File: src/rtl/dcache_write_ctrl.sv
// Store-side controller for a direct-mapped, write-allocate, write-back data cache.
// It owns the line array, merges CPU byte stores, and runs the block write-back/fetch handshake.
module dcache_write_ctrl #(
    parameter int NUM_LINES = 8,
    parameter int TAG_W     = 3,
    localparam int IDX_W    = $clog2(NUM_LINES),
    localparam int ADDR_W   = TAG_W + IDX_W + 2
) (
    input  logic                   clk,
    input  logic                   reset,
    input  logic                   write,
    input  logic [ADDR_W-1:0]      address,
    input  logic [7:0]             writedata,
    output logic                   busywait,
    input  logic [IDX_W-1:0]       rd_index,
    output logic [31:0]            rd_block,
    output logic [TAG_W-1:0]       rd_tag,
    output logic                   rd_valid,
    output logic                   mem_read,
    output logic                   mem_write,
    output logic [TAG_W+IDX_W-1:0] mem_address,
    output logic [31:0]            mem_writedata,
    input  logic [31:0]            mem_readdata,
    input  logic                   mem_busywait
);

    typedef enum logic [1:0] {
        ST_IDLE      = 2'd0,
        ST_WRITEBACK = 2'd1,
        ST_FETCH     = 2'd2,
        ST_UPDATE    = 2'd3
    } state_t;

    state_t                   state_r, state_nxt_s;
    logic [31:0]              data_r [NUM_LINES];
    logic [TAG_W-1:0]         tag_r  [NUM_LINES];
    logic [NUM_LINES-1:0]     valid_r;
    logic [NUM_LINES-1:0]     dirty_r;
    logic [ADDR_W-1:0]        lat_addr_r;
    logic [7:0]               lat_data_r;
    logic                     req_first_r, req_first_nxt_s;
    logic                     mem_read_nxt_s, mem_write_nxt_s;
    logic [TAG_W+IDX_W-1:0]   mem_address_nxt_s;
    logic [31:0]              mem_writedata_nxt_s;

    logic [IDX_W-1:0]         cpu_idx_s, lat_idx_s;
    logic [TAG_W-1:0]         cpu_tag_s, lat_tag_s;
    logic                     hit_s;
    logic                     xfer_done_s;

    // Replace one byte lane of a block, keeping the other three lanes.
    function automatic logic [31:0] merge_byte(input logic [31:0] blk,
                                               input logic [1:0]  off,
                                               input logic [7:0]  b);
        logic [31:0] res;
        res = blk;
        res[{off, 3'b000} +: 8] = b;
        return res;
    endfunction

    assign cpu_idx_s = address[IDX_W+1:2];
    assign cpu_tag_s = address[ADDR_W-1:IDX_W+2];
    assign lat_idx_s = lat_addr_r[IDX_W+1:2];
    assign lat_tag_s = lat_addr_r[ADDR_W-1:IDX_W+2];
    assign hit_s     = valid_r[cpu_idx_s] && (tag_r[cpu_idx_s] == cpu_tag_s);

    // A transfer may only complete after its first request cycle.
    assign xfer_done_s = (mem_read || mem_write) && !req_first_r && !mem_busywait;

    assign rd_block = data_r[rd_index];
    assign rd_tag   = tag_r[rd_index];
    assign rd_valid = valid_r[rd_index];

    // CPU stall: misses and in-flight transactions stall, UPDATE lets the store retire.
    always_comb begin
        busywait = 1'b0;
        if (state_r == ST_UPDATE) begin
            busywait = 1'b0;
        end else begin
            busywait = write && ((state_r != ST_IDLE) || !hit_s);
        end
    end

    // Next state and next values of the registered memory request outputs.
    always_comb begin
        state_nxt_s         = state_r;
        mem_read_nxt_s      = mem_read;
        mem_write_nxt_s     = mem_write;
        mem_address_nxt_s   = mem_address;
        mem_writedata_nxt_s = mem_writedata;
        req_first_nxt_s     = 1'b0;
        case (state_r)
            ST_IDLE: begin
                if (write && !hit_s) begin
                    req_first_nxt_s = 1'b1;
                    if (valid_r[cpu_idx_s] && dirty_r[cpu_idx_s]) begin
                        state_nxt_s         = ST_WRITEBACK;
                        mem_write_nxt_s     = 1'b1;
                        mem_address_nxt_s   = {tag_r[cpu_idx_s], cpu_idx_s};
                        mem_writedata_nxt_s = data_r[cpu_idx_s];
                    end else begin
                        state_nxt_s       = ST_FETCH;
                        mem_read_nxt_s    = 1'b1;
                        mem_address_nxt_s = {cpu_tag_s, cpu_idx_s};
                    end
                end else begin
                    state_nxt_s = ST_IDLE;
                end
            end
            ST_WRITEBACK: begin
                if (xfer_done_s) begin
                    state_nxt_s       = ST_FETCH;
                    mem_write_nxt_s   = 1'b0;
                    mem_read_nxt_s    = 1'b1;
                    mem_address_nxt_s = {lat_tag_s, lat_idx_s};
                    req_first_nxt_s   = 1'b1;
                end else begin
                    state_nxt_s = ST_WRITEBACK;
                end
            end
            ST_FETCH: begin
                if (xfer_done_s) begin
                    state_nxt_s    = ST_UPDATE;
                    mem_read_nxt_s = 1'b0;
                end else begin
                    state_nxt_s = ST_FETCH;
                end
            end
            ST_UPDATE: begin
                state_nxt_s = ST_IDLE;
            end
            default: begin
                state_nxt_s     = ST_IDLE;
                mem_read_nxt_s  = 1'b0;
                mem_write_nxt_s = 1'b0;
            end
        endcase
    end

    // State register and registered memory request outputs.
    always_ff @(posedge clk) begin
        if (reset) begin
            state_r       <= ST_IDLE;
            req_first_r   <= 1'b0;
            mem_read      <= 1'b0;
            mem_write     <= 1'b0;
            mem_address   <= '0;
            mem_writedata <= 32'h0000_0000;
        end else begin
            state_r       <= state_nxt_s;
            req_first_r   <= req_first_nxt_s;
            mem_read      <= mem_read_nxt_s;
            mem_write     <= mem_write_nxt_s;
            mem_address   <= mem_address_nxt_s;
            mem_writedata <= mem_writedata_nxt_s;
        end
    end

    // Line array updates and capture of the missing store.
    always_ff @(posedge clk) begin
        if (reset) begin
            for (int i = 0; i < NUM_LINES; i++) begin
                data_r[i] <= 32'h0000_0000;
                tag_r[i]  <= '0;
            end
            valid_r    <= '0;
            dirty_r    <= '0;
            lat_addr_r <= '0;
            lat_data_r <= 8'h00;
        end else begin
            case (state_r)
                ST_IDLE: begin
                    if (write && hit_s) begin
                        data_r[cpu_idx_s]  <= merge_byte(data_r[cpu_idx_s], address[1:0], writedata);
                        dirty_r[cpu_idx_s] <= 1'b1;
                    end else if (write) begin
                        lat_addr_r <= address;
                        lat_data_r <= writedata;
                    end else begin
                        lat_addr_r <= lat_addr_r;
                    end
                end
                ST_FETCH: begin
                    if (xfer_done_s) begin
                        data_r[lat_idx_s]  <= mem_readdata;
                        tag_r[lat_idx_s]   <= lat_tag_s;
                        valid_r[lat_idx_s] <= 1'b1;
                        dirty_r[lat_idx_s] <= 1'b0;
                    end
                end
                ST_UPDATE: begin
                    data_r[lat_idx_s]  <= merge_byte(data_r[lat_idx_s], lat_addr_r[1:0], lat_data_r);
                    dirty_r[lat_idx_s] <= 1'b1;
                end
                default: begin
                    lat_addr_r <= lat_addr_r;
                end
            endcase
        end
    end

endmodule
File: config.mk
export PLATFORM = sky130hd
export DESIGN_NAME = dcache_write_ctrl
export DESIGN_NICKNAME = d
export VERILOG_FILES = /design/src/rtl/dcache_write_ctrl.sv
export SDC_FILE = /design/constraint.sdc
export NUM_CORES = 1
export LEC_CHECK = 0
export BUFFER_PORTS_ARGS = -buffer_cell sky130_fd_sc_hd__buf_2
export CORE_ASPECT_RATIO = 0.5
export CORE_MARGIN = 4
export CORE_UTILIZATION = 45
export CTS_CLUSTER_DIAMETER = 50
export DETAILED_ROUTE_END_ITERATION = 16
export HOLD_SLACK_MARGIN = 0.06
export PLACE_DENSITY = 0.6
export SYNTH_ARGS = -nofsm -noshare
export SYNTH_HDL_FRONTEND = slang
export SYNTH_SLANG_ARGS = --single-unit
File: constraint.sdc
create_clock -name clk -period 11.8 [get_ports clk]
set_input_delay 1.77 -clock clk [delete_from_list [all_inputs] [get_ports clk]]
set_output_delay 1.77 -clock clk [all_outputs]
set_load 0.01 [all_outputs]
==> results.yml <==
grt:
  antenna_found_initial: 1
  grt-ovfl-total: 0
  track_usage_pct: 29.9
  grt_max_degree: 133
  grt_pass1_vias: 17100
  grt_pass1_wl_mm: 117
floorplanning:
  dieArea_um2: 52200
  start_util_pct: 46.0
  fp-row-count: 56
  io_pins: 132
  die_width_um: 319
  die_h_um: 164
  design.core.area_um2: 47400
power:
  p_int_w: 0.00236
  seqPwrFrac_pct: 44.2
  p_sw_share_pct: 27.9
  power_w: 0.00328
  pwr-share-clk_pct: 40.2
  leakage_nw: 8.01
  p_per_area_nw_per_um2: 135
  vdd_drop_max_uv: 89.1
  comb_power_share_pct: 15.6
  p_switching_w: 0.000913
finish:
  design_area_um2: 24200
  most-common-layout-cells: "edfxtp_1 (280), nor3_1 (275), mux4_2 (165), buf_2 (126), o211ai_1 (94)"
  num-nets-final: 1891
  area_growth_syn_to_layout_pct: 11.1
  final_common_cell: "edfxtp_1"
  layout-drive-gt1-share_pct: 27.1
cts:
  hold_buffers: 0
  cts_sinks: 358
  cts_inserted_buffers: 39
  h-tree-depth: 2
  postCtsSetupRepairBufs: 0
  cts_root_buf: "clkbuf_16"
  clk_latency_ns: 0.55
  cts-resized-gates: 0
  path_clk_slew_ns: 0.06
  cts_tree: "built"
  clock_path_buffers: 3
timing:
  finalSetupViolations: 0
  hold_viol_final: 0
  max_freq_mhz: 155
  min_period_ns: 6.46
  post-route-period-util_pct: 54.8
  relSlewSlack_pct: 12.4
  finalSetupTns_ns: 0
  slew_viol_final: 0
  rsz0062_at_grt: "false"
  skew_ns: 0.0157
  worst_pin_slew_ns: 1.31
route:
  drtPass1Iterations: 6
  drtIter0Drc: 2645
  drt_wl_total_mm: 79.5
  wl_per_cell_um: 31.9
  ant_nets: 0
  drcViolationCount: 0
  vias_per_cell: 7.06
  num_vias: 17600
yosys:
  ys_types: 74
  async_flop_share_pct: 0
  synth_seq_cells: 358
  synth_edf_count: 280
  yosysWarnings: 0
  syn_inst: 1813
  seq_area_frac_synth_pct: 45.8
  yosys_most_used_dff: "edfxtp_1"
  syn-cell-area_um2: 21800
  syn_nets: 1878
  synth.avg_cell_area_um2: 12.0
setup_path:
  cp_max_fo: 54
  cp_slowest_stage_delay_ns: 0.57
  crit_path_frequent_cell: "buf_4"
  end_kind: "output pin"
  setup.worst_path.class: "in -> out"
  critPathRequiredTime_ns: 10.03
  critPathLaunchType: "primary input"
  path_cells: "buf_4 -> mux2_1 -> mux4_2 -> nor2_2 -> buf_4 -> a21o_1 -> nor2_1 -> a21oi_1 -> buf_2"
  arrival_ns: 4.69
  slowest_stage: "a21o_1"
placed_design:
  dpl_cell_area_um2: 22900
  place_hpwl_mm: 50.9
  place_congestion: 0.985
  numPortBuffers: 131
min_path:
  hp-class: "reg -> reg"
outcome:
  outcome: "completed"
run:
  maxCapViolations: 0
[kinds of logic (layout without fill, tap and decap cells)]
group	count (synthesis)	after routing	synth area share (%)
adders and majority gates	10	10	0.574
muxes	294	294	23.3
DFF	358	358	45.8
other	0	1	0
and+or+nand+nor	523	523	12.4
buffers and inverters	219	260	4.51
AOI/OAI and AO/OA	409	409	13.4
[area by class of cell]
class | instances | area (um^2)
repair buffers | 174 | 1020
flip-flops and latches | 358 | 9980
clock buffers | 55 | 1140
well taps | 638 | 798
diodes | 1 | 2.50
inverters | 17 | 63.8
fillers | 4161 | 23200
clock inverters | 14 | 203
multi-input cells | 1236 | 11000
[synth_stat cells (all sizes together) (4+ instances only)]
cell type / n / area (um^2)
a2111oi: 7 / 86.3
a211o: 28 / 245
a211oi: 8 / 70.1
a21o: 13 / 97.6
a21oi: 86 / 430
a221o: 8 / 80.1
a221oi: 34 / 298
a22oi: 7 / 52.6
a31oi: 22 / 144
and2: 30 / 190
and3: 10 / 62.6
buf: 111 / 577
clkbuf: 91 / 342
dfxtp: 78 / 1560
edfxtp: 280 / 8410
ha: 10 / 125
inv: 15 / 56.3
mux2: 59 / 664
mux2i: 70 / 701
mux4: 165 / 3720
nand2: 79 / 299
nand2b: 8 / 50.1
nand3: 13 / 65.1
nand3b: 4 / 30.0
nand4: 4 / 25.0
nand4b: 13 / 114
nor2: 42 / 163
nor2b: 11 / 68.8
nor3: 275 / 1380
nor4: 4 / 25.0
nor4bb: 4 / 40.0
o2111ai: 5 / 43.8
o211a: 6 / 60.1
o211ai: 94 / 706
o21ai: 47 / 235
o21bai: 4 / 30.0
o22a: 11 / 96.3
o22ai: 8 / 50.1
or2: 10 / 62.6
or3: 4 / 25.0
or3b: 4 / 35.0
[worst max-delay path, delay by kind of cell]
kind / cells / cell delay (ns)
buffers and inverters: 3 / 1.00
multiplexers: 2 / 0.91
AO/OA/AOI/OAI: 2 / 0.77
AND/OR/NAND/NOR: 2 / 0.20
[power by group through the flow]
stage	clock (W)	sequential (W)	combinational, W
global route	0.00139	0.00145	0.000530
CTS	0.00132	0.00145	0.000497
floorplan	0	0.00145	0.000327
finish	0.00132	0.00145	0.000510
global placement	0	0.00147	0.000494
detailed placement	0	0.00147	0.000495
[path summary, 6_finish.rpt]
| kind | to | depth (start not counted) | start | slack, ns |
|---|---|---|---|---|
| max reg2reg | data_r[4][26] | 9 | state_r[1] | 7.22 |
| min | dirty_r[4] | 2 | dirty_r[4] | 0.47 |
| max | busywait | 9 | address[4] | 5.34 |
| min reg2reg | dirty_r[4] | 2 | dirty_r[4] | 0.47 |
[sequential cells by signal, indices dropped and copies added, names as in the netlist, 2 cells and up, named ones only]
| register | flops |
|---|---|
| lat_data_r | 8 |
| dirty_r | 8 |
| data_r | 256 |
| mem_writedata | 32 |
| valid_r | 8 |
| lat_addr_r | 8 |
| mem_address | 6 |
| state_r | 2 |
| tag_r | 24 |
[stage by stage]
stage          setup slack (ns)  utilization [%]  hold WS [ns]  cells
3_3_place_gp               5.36             48.2         0.456   2423
5_1_grt                    5.24             51.1         0.495   2492
2_1_floorplan              5.65                -         0.436   1813
6_report                   5.34             51.1         0.474   2493
4_1_cts                    5.36             51.1         0.475   2492
3_5_place_dp               5.38             48.2         0.460   2423
[routing by layer]
metal / up-vias / global-route usage, % / routed length [um]
met5: - / 0 / 0
met4: 0 / 10.6 / 3130
met3: 220 / 9.57 / 10000
met2: 1111 / 45.2 / 35000
met1: 8899 / 40.9 / 31300
li1: 7362 / - / -
No activity file was read; power rests on OpenSTA's default activity.
